File: src/rtl/unsigned_approx_mult_pipe.sv
// Two-stage unsigned multiplier with exact, truncated and truncated+compensated modes.
// Stage 1 reduces the column-masked partial products to sum/carry vectors; stage 2 adds them into z.
module unsigned_approx_mult_pipe #(
  parameter int W     = 8,
  parameter int LEVEL = 8
) (
  input  logic              clk,
  input  logic              rst_n,
  input  logic              in_valid,
  output logic              in_ready,
  input  logic [W-1:0]      x,
  input  logic [W-1:0]      y,
  input  logic [1:0]        mode,
  output logic              out_valid,
  input  logic              out_ready,
  output logic [2*W-1:0]    z,
  output logic [15:0]       done_cnt
);

  localparam int PW = 2 * W;
  localparam logic [PW-1:0] ONE        = PW'(1);
  localparam logic [PW-1:0] TRUNC_MASK = ~((ONE << LEVEL) - ONE);
  localparam logic [PW-1:0] COMP_BIAS  = (ONE << LEVEL) >> 1;

  logic          en;
  logic [PW-1:0] xe;
  logic [PW-1:0] col_mask;
  logic [PW-1:0] pp;
  logic [PW-1:0] sum_c;
  logic [PW-1:0] carry_c;
  logic [PW-1:0] sum_nxt;

  logic [PW-1:0] sum_p1;
  logic [PW-1:0] carry_p1;
  logic          comp_p1;
  logic          vld_p1;

  // Final carry-propagate add plus the half-LSB bias that recentres the truncation error.
  function automatic logic [PW-1:0] final_add(input logic [PW-1:0] s,
                                              input logic [PW-1:0] c,
                                              input logic           comp);
    final_add = s + c + (comp ? COMP_BIAS : '0);
  endfunction

  assign en       = !out_valid || out_ready;
  assign in_ready = en;
  assign xe       = PW'(x);

  // Carry-save reduction of the masked rows; wrap above bit PW-1 is harmless because the true sum fits.
  always_comb begin
    col_mask = (mode == 2'd1 || mode == 2'd2) ? TRUNC_MASK : '1;
    sum_c    = '0;
    carry_c  = '0;
    pp       = '0;
    sum_nxt  = '0;
    for (int j = 0; j < W; j++) begin
      pp      = y[j] ? ((xe << j) & col_mask) : '0;
      sum_nxt = sum_c ^ carry_c ^ pp;
      carry_c = ((sum_c & carry_c) | (sum_c & pp) | (carry_c & pp)) << 1;
      sum_c   = sum_nxt;
    end
  end

  // Stage 1 boundary: sum/carry vectors and the latched compensation flag
  always_ff @(posedge clk) begin
    if (en && in_valid) begin
      sum_p1   <= sum_c;
      carry_p1 <= carry_c;
      comp_p1  <= (mode == 2'd2);
    end
  end

  // Stage 2 boundary: final add into z, valid tracking and consumed-result counter
  always_ff @(posedge clk or negedge rst_n) begin
    if (!rst_n) begin
      vld_p1    <= 1'b0;
      out_valid <= 1'b0;
      z         <= '0;
      done_cnt  <= '0;
    end else begin
      if (en) begin
        vld_p1    <= in_valid;
        out_valid <= vld_p1;
        if (vld_p1) z <= final_add(sum_p1, carry_p1, comp_p1);
      end
      if (out_valid && out_ready) done_cnt <= done_cnt + 16'd1;
    end
  end

endmodule

File: config.mk
export PLATFORM = sky130hd
export DESIGN_NAME = unsigned_approx_mult_pipe
export DESIGN_NICKNAME = d
export VERILOG_FILES = /design/src/rtl/unsigned_approx_mult_pipe.sv
export SDC_FILE = /design/constraint.sdc
export NUM_CORES = 1
export LEC_CHECK = 0
export ABC_AREA = 1
export BUFFER_PORTS_ARGS = -buffer_cell sky130_fd_sc_hd__buf_2
export CAP_MARGIN = 10
export CORE_MARGIN = 1
export CORE_UTILIZATION = 45
export DETAILED_ROUTE_END_ITERATION = 6
export PLACE_DENSITY = 0.76
export SLEW_MARGIN = 10
export SYNTH_ARGS = -nofsm -noshare
export SYNTH_HDL_FRONTEND = slang
export SYNTH_SLANG_ARGS = --single-unit
File: constraint.sdc
create_clock -name clk -period 1.5 [get_ports clk]
set_input_delay 0.375 -clock clk [delete_from_list [all_inputs] [get_ports clk]]
set_output_delay 0.375 -clock clk [all_outputs]
set_load 0.02 [all_outputs]
After elaboration in Yosys (flattened, before gate mapping)
Index checks and enable logic that the tools add are counted.

Add/sub/neg operators: 3. Shift-type cells: 0. Equal/unequal tests: 2. Muxes and demuxes: 10. $mul: 0. $lt $le $gt $ge: 0. Bitwise gates (word level): 52. Divide/modulo/power cells: 0. Reduce and logical (&&, ||, !) cells: 6.

Operators with widths (number): $and A15 B15 Y15 (19); $xor A16 B16 Y16 (13); $or A15 B15 Y15 (12); $mux W16 (8); $add A16 B16 Y16 (2); $add A16 B1 Y16 const B (1); $and A10 B16 Y16 (1); $and A11 B16 Y16 (1); $and A12 B16 Y16 (1); $and A13 B16 Y16 (1); $and A14 B16 Y16 (1); $and A15 B16 Y16 (1); $and A8 B16 Y16 (1); $and A9 B16 Y16 (1); $mux W8 (2); $eq A2 B1 Y1 const B (1); $eq A2 B2 Y1 const B (1); $logic_and A1 B1 Y1 (2); $logic_or A1 B1 Y1 (2); $reduce_and A2 Y1 (1); $logic_not A1 Y1 (1).

RAM bits: 0. Input port bits: 22. ROM bits: 0. Memories: 0. Register bits after elaboration: 66. Output and inout port bits: 34. Bits in latches: 0.

Depth between registers and ports, before layout
Gate-level depths: netlist (run 1).

Word-level depth: 24. Depth in mapped cells: 16.

Least setup slack after synthesis (run 1)
OpenSTA, ideal clock, no wires.

Kind: input to register. Start point: in mode[0]. End point: reg sum_p1[7] (data pin). Stages on the path: 16. Setup time: 269 ps. Data arrival time: 4383 ps. Data required time: 1231 ps. Slack: -3152 ps. Cell sequence: inv_1 ha_1 clkbuf_1 nand2_1 nor2_1 ha_1 inv_1 fa_1 fa_1 inv_1 fa_1 inv_1 fa_1 fa_1 inv_1 fa_1.

Longest elaborated chain between the ends: 23. Elaborated cells on any way between the ends: 59.

Ends and longest elaborated chain: start: declaration (line 13) `input logic [1:0] mode,`; $eq A2 B1 Y1 or $eq A2 B2 Y1 (tied branches) (line 51) `col_mask = (mode == 2'd1 || mode == 2'd2) ? TRUNC_MASK : '1;`; $logic_or A1 B1 Y1 (*) (line 51); $mux W8 (*) (line 51); $and A8 B16 Y16 or $and A9 B16 Y16 (tied branches) (line 57) `pp = y[j] ? ((xe << j) & col_mask) : '0;`; $mux W16 (line 57); $xor A16 B16 Y16 or $and A15 B15 Y15 (tied branches) (line 58, 59); $and A15 B15 Y15 (line 59) `carry_c = ((sum_c & carry_c) | (sum_c & pp) | (carry_c & pp)) << 1;`; $or A15 B15 Y15 (2 in a row) (line 59); (+4 left out); $or A15 B15 Y15 (2 in a row) (line 59); $and A15 B15 Y15 (line 59); $or A15 B15 Y15 (2 in a row) (line 59); $and A15 B15 Y15 (line 59); $or A15 B15 Y15 (2 in a row) (line 59); $xor A16 B16 Y16 (line 58) `sum_nxt = sum_c ^ carry_c ^ pp;`; $xor A16 B16 Y16 (*) (line 58); named net sum_c[7] (line 29) `logic [PW-1:0] sum_c;`; end signal: assignment (line 67) `sum_p1 <= sum_c;`; end: declaration (line 33) `logic [PW-1:0] sum_p1;`.

The timed path passes the listed nets; every way through them passes the cells marked *. A chain may end at the register's enable or synchronous reset.

Final worst setup path (run 1)
Same ends and word-level chain as after synthesis.

==> results.json, run 1 <==
{
  "status": "finished, violations left",
  "violations": "negative setup slack",
  "finalWirelength_um": 7910,
  "setup_tns_ns": -38.67,
  "dieArea_mm2": 0.00944,
  "worst_pin_slew_ns": 0.409,
  "portBuffers": 55,
  "synthArstFlopShare_pct": 59.6,
  "core-area_mm2": 0.00872,
  "grt_pass1_wl_um": 13400,
  "wl_per_cell_um": 12.0,
  "hold_violations": 0,
  "ant_nets": 0,
  "overflow": 0,
  "dieWidth_um": 97.1,
  "vias": 3108,
  "ys_warn_count": 0,
  "design_area_mm2": 0.00524,
  "fin_ws_ns": -2.62,
  "drc": 0,
  "antennaDiodeCount": 0,
  "use_met3_pct": 3.45,
  "p_leak_nw": 2.58,
  "ys_seq_elements": 57,
  "dp_hpwl_um": 6260,
  "die_h_um": 97.1,
  "fillers": 709,
  "hp-class": "in2async",
  "cp_max_fo": 7,
  "first_global_vias": 3177,
  "synth_edf_count": 23,
  "gp_congestion": 0.887,
  "relSlewSlack_pct": 72.7,
  "setup_viol": 21,
  "cts_root_buf": "clkbuf_8",
  "track_usage_pct": 17.4,
  "grtUsageMet2_pct": 31.3,
  "final_net_count": 628,
  "clock_skew_ns": 0.00946,
  "power_density_mw_per_mm2": 1230,
  "seq_area_frac_synth_pct": 37.8,
  "fmax_mhz": 243,
  "routed_via_density": 4.72,
  "top_usage_layer": "met2",
  "r2r_cells": 11,
  "crit-reg2reg-launch": "comp_p1$_DFFE_PP_",
  "io-pin-count": 56,
  "antenna_found_initial": 0,
  "crit_required_ns": 1.56,
  "syn-cell-area_mm2": 0.00407,
  "rsz0062_at_grt": "yes",
  "path_clk_slew_ns": 0.07,
  "placementRows": 34,
  "area_growth_pct": 28.6,
  "ys.flop_type": "dfrtp_1",
  "drv_slew": 0,
  "max-cap-violations": 0,
  "grt_max_degree": 35,
  "initial_core_util_pct": 46.7,
  "fin_crit_ns": 4.12,
  "regToRegSetupSlack_ns": -0.04,
  "critPathKind": "in2reg",
  "synth_cell_types": 29,
  "layout_common_cells": "128 x nand2_1, 72 x inv_1, 52 x buf_2",
  "critPathLaunchType": "input pin",
  "drtPass1Iterations": 6,
  "r2r-end": "z[13]$_DFFE_PN0P_",
  "crit_path_end_kind": "flop",
  "final_util_pct": 60.1,
  "arrival_ns": 4.18,
  "layout-drive-gt1-share_pct": 37.9,
  "clockBufferDepth": 2,
  "placed_area_mm2": 0.00476,
  "ir_drop_mv": 0.637,
  "grtUsageMet1_pct": 20.4,
  "htreeDepth": 3,
  "numClockSinks": 57,
  "cts_buffers": 9,
  "mostFrequentLayoutCell": "nand2_1",
  "first_iter_violations": 73,
  "post-route-period-util_pct": 275,
  "syn_inst": 448,
  "syn-num-nets": 530,
  "clkLatencyLatePin_ns": 0.33,
  "cts_tree": "yes",
  "syn_avg_cell_area_um2": 9.09
}
## cell usage after synthesis (4+ instances only)
master / n / area [µm²]
nor2_4: 6 / 67.6
clkbuf_1: 8 / 30.0
dfrtp_1: 34 / 851
xnor2_1: 4 / 35.0
inv_1: 92 / 345
a21oi_1: 4 / 20.0
nand3_1: 15 / 75.1
xor2_1: 8 / 70.1
ha_1: 17 / 213
nor2_1: 31 / 116
fa_1: 43 / 861
edfxtp_1: 23 / 691
nand2_1: 140 / 526
## cell families after synthesis
| logic type | Yosys count | synth area share (%) |
|---|---|---|
| buffers and inverters | 104 | 9.80 |
| AND/OR/NAND/NOR | 205 | 22.1 |
| adder cells (fa/ha/maj) | 60 | 26.4 |
| AO/OA/AOI/OAI | 10 | 1.32 |
| XOR/XNOR | 12 | 2.58 |
| flip-flops | 57 | 37.8 |
## critical path: stages
cell	delay (ns)
buf_8	0.08
inv_8	0.03
ha_4	0.33
nand2_4	0.06
nor2_2	0.10
ha_1	0.16
inv_1	0.06
fa_2	0.57
fa_2	0.45
fa_2	0.55
fa_2	0.44
fa_1	0.53
inv_2	0.04
fa_2	0.42
## area by class of cell
class                           count  area [µm²]  share of cell area [%]
Clock buffer                       10         128                    2.44
Clock inverter                      6        82.6                    1.58
Inverter                           94         364                    6.95
Multi-Input combinational cell    287        2350                    44.9
Sequential cell                    57        1540                    29.5
Tap cell                          108         135                    2.58
Timing Repair Buffer               97         633                    12.1
## stage by stage
step           cells  power [mW]  worst slack [ns]  hold slack, ns
2_1_floorplan    448        3.88             -2.79          0.0794
3_3_place_gp     632        4.50             -2.94           0.422
3_5_place_dp     632        4.65             -3.04           0.425
4_1_cts          651        6.24             -2.61          0.0656
5_1_grt          659        6.90             -2.73          0.0983
6_report         659        6.45             -2.62          0.0587
## flip-flops by register name (all words and copies together) (netlist names)
signal and flops:
z 16, out_valid 1, comp_p1 1, done_cnt 16, vld_p1 1, carry_p1 7, sum_p1 15
## per-layer routing
metal	share of wire, %	routed length, µm	vias to the layer above
met5	0	0	-
met4	2.3	183	0
met3	4.1	326	18
met2	53	4210	75
met1	40	3190	1492
li1	-	-	1523
## worst max path at each step
stage	start	end	slack (ns)
6_report	mode[0]	sum_p1[7]$_DFFE_PP_	-2.62
5_1_grt	mode[0]	sum_p1[7]$_DFFE_PP_	-2.73
4_1_cts	mode[0]	sum_p1[7]$_DFFE_PP_	-2.61
3_5_place_dp	mode[0]	sum_p1[7]$_DFFE_PP_	-3.04
3_3_place_gp	mode[0]	sum_p1[7]$_DFFE_PP_	-2.94
2_1_floorplan	mode[0]	sum_p1[7]$_DFFE_PP_	-2.79
## where the power goes
part           switching, mW  internal [mW]
logic                   1.54           1.11
clock network          0.578          0.926
registers              0.241           2.06
## what timing repair did
item	4_1_cts	5_1_grt
gates resized for setup	22	48
pin swaps	10	18
endpoints found under the setup margin	23	26
setup buffers	3	8
hold buffers	0	0
Power figures use the tool's default switching activity.
==> run 2: changes to the inputs <==
--- a/config.mk
+++ b/config.mk
@@ -6,11 +6,12 @@
 export NUM_CORES = 1
 export LEC_CHECK = 0
 export ABC_AREA = 1
-export BUFFER_PORTS_ARGS = -buffer_cell sky130_fd_sc_hd__buf_2
+export BUFFER_PORTS_ARGS = -buffer_cell sky130_fd_sc_hd__clkbuf_2
 export CAP_MARGIN = 10
 export CORE_MARGIN = 1
 export CORE_UTILIZATION = 45
 export DETAILED_ROUTE_END_ITERATION = 6
+export GPL_ROUTABILITY_DRIVEN = 0
 export PLACE_DENSITY = 0.76
 export SLEW_MARGIN = 10
 export SYNTH_ARGS = -nofsm -noshare
==> results.json, run 2 (same netlist as run 1, synthesis figures left out) <==
{
  "routed_via_density": 4.73,
  "reg.largest.list": "done_cnt (16), z (16), sum_p1 (15)",
  "fin_crit_ns": 4.15,
  "cts_root_buf": "clkbuf_8",
  "clock_skew_ns": 0.0125,
  "area_growth_pct": 28.5,
  "vias": 3100,
  "die_h_um": 97.1,
  "clockBufferDepth": 2,
  "critical_path.most_common_cell": "fa_2",
  "arrival_ns": 4.22,
  "crit_required_ns": 1.57,
  "rsz0062_at_grt": "yes",
  "path_clk_slew_ns": 0.07,
  "clkLatencyLatePin_ns": 0.34,
  "holdWs_ns": 0.297,
  "track_usage_pct": 18.8,
  "cts_buffers": 9,
  "fillers": 720,
  "p_leak_nw": 2.56,
  "overflow": 0,
  "initial_core_util_pct": 46.7,
  "cp_max_fo": 7,
  "portBuffers": 55,
  "drtPass1Iterations": 4,
  "final_net_count": 625,
  "htreeDepth": 3,
  "dieWidth_um": 97.1,
  "worst_pin_slew_ns": 0.275,
  "max-cap-violations": 0,
  "total_power_mw": 6.27,
  "fmax_mhz": 241,
  "design_area_mm2": 0.00524,
  "mostFrequentLayoutCell": "nand2_1",
  "dieArea_mm2": 0.00944,
  "ir_drop_mv": 0.536,
  "grt_max_degree": 24,
  "drv_slew": 0,
  "grtUsageMet2_pct": 35.2,
  "layout-drive-gt1-share_pct": 36.7,
  "top_usage_layer": "met2",
  "antenna_found_initial": 0,
  "status": "finished, violations left",
  "dp_hpwl_um": 6400,
  "io-pin-count": 56,
  "critPathLaunchType": "input pin",
  "post-route-period-util_pct": 277,
  "wl_per_cell_um": 12.7,
  "antennaDiodeCount": 0,
  "hp-class": "in2reg",
  "layout_common_cells": "130 x nand2_1, 70 x inv_1, 52 x clkbuf_2",
  "grtUsageMet1_pct": 21.5,
  "placed_area_mm2": 0.00479,
  "hold_violations": 0,
  "numClockSinks": 57,
  "relSlewSlack_pct": 81.6,
  "core-area_mm2": 0.00872,
  "drc": 0,
  "first_global_vias": 3231,
  "power_density_mw_per_mm2": 1200,
  "crit_path_top_delay_cell": "fa_2",
  "fin_ws_ns": -2.65,
  "ant_nets": 0,
  "grt_pass1_wl_um": 14200,
  "critPathKind": "in2reg",
  "first_iter_violations": 96,
  "cts_tree": "yes",
  "placementRows": 34,
  "path_cells": "buf_8, inv_8, ha_4, nand2_2, nor2_4, ha_4, inv_4, fa_2, fa_2, fa_2, fa_2, fa_2, inv_2, fa_2",
  "violations": "negative setup slack",
  "use_met3_pct": 3.38,
  "finalWirelength_um": 8300,
  "cpPeakStageDelay_ns": 0.56,
  "crit_path_end_kind": "flop",
  "setup_viol": 20
}
[run 2: cell count changes in the layout (fill, tap and decap cells not counted), sizes merged]
cell / previous run / this run
buf: 97 / 41
bufinv: 2 / 0
dlygate4sd3: 0 / 1
clkbuf: 10 / 64
[run 2: critical path, delay by kind of cell]
kind,cells,cell delay [ns]
simple gates,2,0.19
fa+ha+maj,8,3.46
buf+inv,4,0.18
[run 2: report_power, final]
group	switching [mW]	leakage [nW]	total (mW)	internal, mW
Clock	0.595	0.0975	1.34	0.741
Combinational	1.56	1.81	2.63	1.07
Sequential	0.248	0.646	2.31	2.06
Total	2.40	2.56	6.27	3.87
[run 2: worst paths after layout]
| kind | startpoint | to | slack, ns | depth (start not counted) |
|---|---|---|---|---|
| min | in_valid | vld_p1$_DFFE_PN0N_ | 0.30 | 3 |
| max reg2reg | comp_p1$_DFFE_PP_ | z[13]$_DFFE_PN0P_ | -0.05 | 11 |
| min in group asynchronous | rst_n | done_cnt[2]$_DFFE_PN0P_ | 0.44 | 2 |
| min reg2reg | sum_p1[4]$_DFFE_PP_ | z[4]$_DFFE_PN0P_ | 0.45 | 2 |
| max in group asynchronous | rst_n | z[3]$_DFFE_PN0P_ | 0.59 | 3 |
| max | mode[0] | sum_p1[8]$_DFFE_PP_ | -2.65 | 14 |
[run 2: area by class of cell]
class / count / area (µm²) / area share [%]
Tap cell: 108 / 135 / 2.58
Clock buffer: 12 / 166 / 3.18
Multi-Input combinational cell: 287 / 2380 / 45.6
Timing Repair Buffer: 94 / 613 / 11.7
Sequential cell: 57 / 1540 / 29.5
Inverter: 94 / 367 / 7.00
Clock inverter: 4 / 26.3 / 0.502
[run 2: timing repair]
action / in CTS / in global routing
setup endpoints to repair: 24 / 26
setup buffers: 3 / 0
hold buffers: 1 / 0
resized for setup: 41 / 32
pin swaps: 15 / 21
hold endpoints to repair: 8 / 0
[run 2: metrics by stage]
step / setup WS [ns] / util, % / TNS, ns / cells
global placement: -2.95 / 54.9 / -45.54 / 636
floorplan: -2.79 / - / -41.83 / 448
CTS: -2.61 / 58.6 / -38.35 / 656
global route: -2.73 / 60.0 / -40.10 / 656
finish: -2.65 / 60.0 / -38.30 / 656
detailed placement: -3.05 / 54.9 / -47.22 / 636
[run 2: layer usage]
metal | up-vias | share of wire [%]
li1 | 1516 | -
met1 | 1501 | 39
met2 | 68 | 56
met3 | 15 | 3.3
met4 | 0 | 1.8
met5 | - | 0
==> run 3: changes to the inputs <==
--- a/config.mk
+++ b/config.mk
@@ -8,7 +8,7 @@
 export ABC_AREA = 1
 export BUFFER_PORTS_ARGS = -buffer_cell sky130_fd_sc_hd__clkbuf_2
 export CAP_MARGIN = 10
-export CORE_MARGIN = 1
+export CORE_MARGIN = 2
 export CORE_UTILIZATION = 45
 export DETAILED_ROUTE_END_ITERATION = 6
 export GPL_ROUTABILITY_DRIVEN = 0
==> results.json, run 3 (same netlist as run 1, synthesis figures left out) <==
{
  "status": "finished, violations left",
  "violations": "negative setup slack",
  "drv_slew": 0,
  "p_comb_share_pct": 39.0,
  "postCtsHoldBufs": 0,
  "initial_core_util_pct": 46.5,
  "startpoint": "mode[0]",
  "area_growth_pct": 29.3,
  "placementRows": 34,
  "core-area_mm2": 0.00876,
  "reg.largest.list": "done_cnt (16), z (16), sum_p1 (15)",
  "overflow": 0,
  "setup_tns_ns": -38.97,
  "r2r_cells": 11,
  "drtPass1Iterations": 4,
  "max-cap-violations": 0,
  "p_leak_nw": 2.59,
  "ant_nets": 0,
  "final_net_count": 625,
  "layout-drive-gt1-share_pct": 37.8,
  "power_switching_mw": 2.35,
  "first_global_vias": 3040,
  "numClockSinks": 57,
  "drc": 0,
  "dieArea_mm2": 0.00983,
  "fillers": 718,
  "rsz0062_at_grt": "yes",
  "finalWirelength_um": 7950,
  "cp_max_fo": 6,
  "hold_violations": 0,
  "clkLatencyLatePin_ns": 0.33,
  "mostFrequentLayoutCell": "nand2_1",
  "antennaDiodeCount": 0,
  "routed_via_density": 4.73,
  "dp_hpwl_um": 6160,
  "fmax_mhz": 241,
  "vias": 3103,
  "fin_ws_ns": -2.65,
  "critPathLaunchType": "input pin",
  "wl_per_cell_um": 12.1,
  "regToRegSetupSlack_ns": -0.06,
  "dieWidth_um": 99.1,
  "path_clk_slew_ns": 0.07,
  "critPathKind": "in2reg",
  "final_util_pct": 60.1,
  "internal-power_mw": 4.16,
  "hp-class": "in2async",
  "clockBufferDepth": 2,
  "die_h_um": 99.1,
  "crit_path_end_kind": "flop",
  "clock_skew_ns": 0.0114,
  "first_iter_violations": 71,
  "crit-reg2reg-launch": "comp_p1$_DFFE_PP_",
  "p_seq_share_pct": 35.3,
  "seqCellArea_mm2": 0.00154,
  "cts_tree": "yes",
  "cts_buffers": 9,
  "ir_drop_mv": 0.531,
  "final_cells": 656,
  "relSlewSlack_pct": 71.7,
  "r2r-end": "z[13]$_DFFE_PN0P_",
  "setup_viol": 22,
  "worst_pin_slew_ns": 0.425,
  "p_sw_share_pct": 36.1,
  "io-pin-count": 56,
  "post-route-period-util_pct": 277,
  "fin_crit_ns": 4.15,
  "track_usage_pct": 16.4,
  "clkPwrFrac_pct": 25.7,
  "crit_required_ns": 1.56,
  "layout_common_cells": "128 x nand2_1, 71 x inv_1, 52 x clkbuf_2",
  "holdWs_ns": 0.0646,
  "antenna_found_initial": 0,
  "pre_cts_ws_ns": -3.01,
  "multi_input_area_mm2": 0.00236,
  "cts_root_buf": "clkbuf_8",
  "power_density_mw_per_mm2": 1240,
  "htreeDepth": 3,
  "grt_max_degree": 35,
  "grt_pass1_wl_um": 13000,
  "portBuffers": 55,
  "place_inst": 634,
  "arrival_ns": 4.22,
  "crit_end": "sum_p1[7]$_DFFE_PP_"
}
## run 3: layer usage
layer | share of wire, % | track usage (%) | up-vias
li1 | - | - | 1515
met1 | 42 | 19.9 | 1521
met2 | 53 | 29.3 | 57
met3 | 3.7 | 3.44 | 10
met4 | 1.0 | 5.16 | 0
met5 | 0 | 0 | -
## run 3: worst min-delay path by stage
stage | startpoint | end | cells after the start
4_1_cts | rst_n | done_cnt[0]$_DFFE_PN0P_ | 2
2_1_floorplan | rst_n | done_cnt[0]$_DFFE_PN0P_ | 0
3_3_place_gp | rst_n | done_cnt[0]$_DFFE_PN0P_ | 2
6_report | rst_n | done_cnt[2]$_DFFE_PN0P_ | 2
5_1_grt | rst_n | done_cnt[0]$_DFFE_PN0P_ | 2
3_5_place_dp | sum_p1[4]$_DFFE_PP_ | z[4]$_DFFE_PN0P_ | 2
## run 3: power groups by stage
stage               registers (mW)  clock network (mW)  logic, mW
floorplan                     2.59                   0       1.28
global placement              2.30                   0       2.21
detailed placement            2.33                   0       2.31
CTS                           2.30                1.70       2.41
global route                  2.34                1.77       2.85
finish                        2.30                1.67       2.54
## run 3: what timing repair did
item / CTS / global route
pin swaps: 9 / 31
gates cloned: 0 / 0
buffers inserted: 3 / 4
gates resized for setup: 25 / 56
setup endpoints to repair: 24 / 26
## run 3: critical path, cell delays in order
cell,delay [ns]
buf_8,0.08
inv_8,0.02
ha_4,0.32
nand2_2,0.09
nor2_4,0.12
ha_4,0.20
inv_2,0.06
fa_2,0.44
fa_2,0.60
fa_2,0.45
fa_2,0.54
fa_1,0.42
inv_2,0.07
fa_2,0.42
## run 3: cell type report
cell class                 count  area share [%]
clock buffer                  12            3.16
timing repair buffer          94            11.8
clock inverter                 4            1.35
multi-input combinational    287            44.9
sequential                    57            29.3
tap                          108            2.57
inverter                      94            6.92
## run 3: metrics by stage
stage / total power, mW / cell area (µm²)
floorplan: 3.88 / 4160
global placement: 4.51 / 4770
detailed placement: 4.64 / 4770
CTS: 6.41 / 5090
global route: 6.97 / 5270
finish: 6.51 / 5270
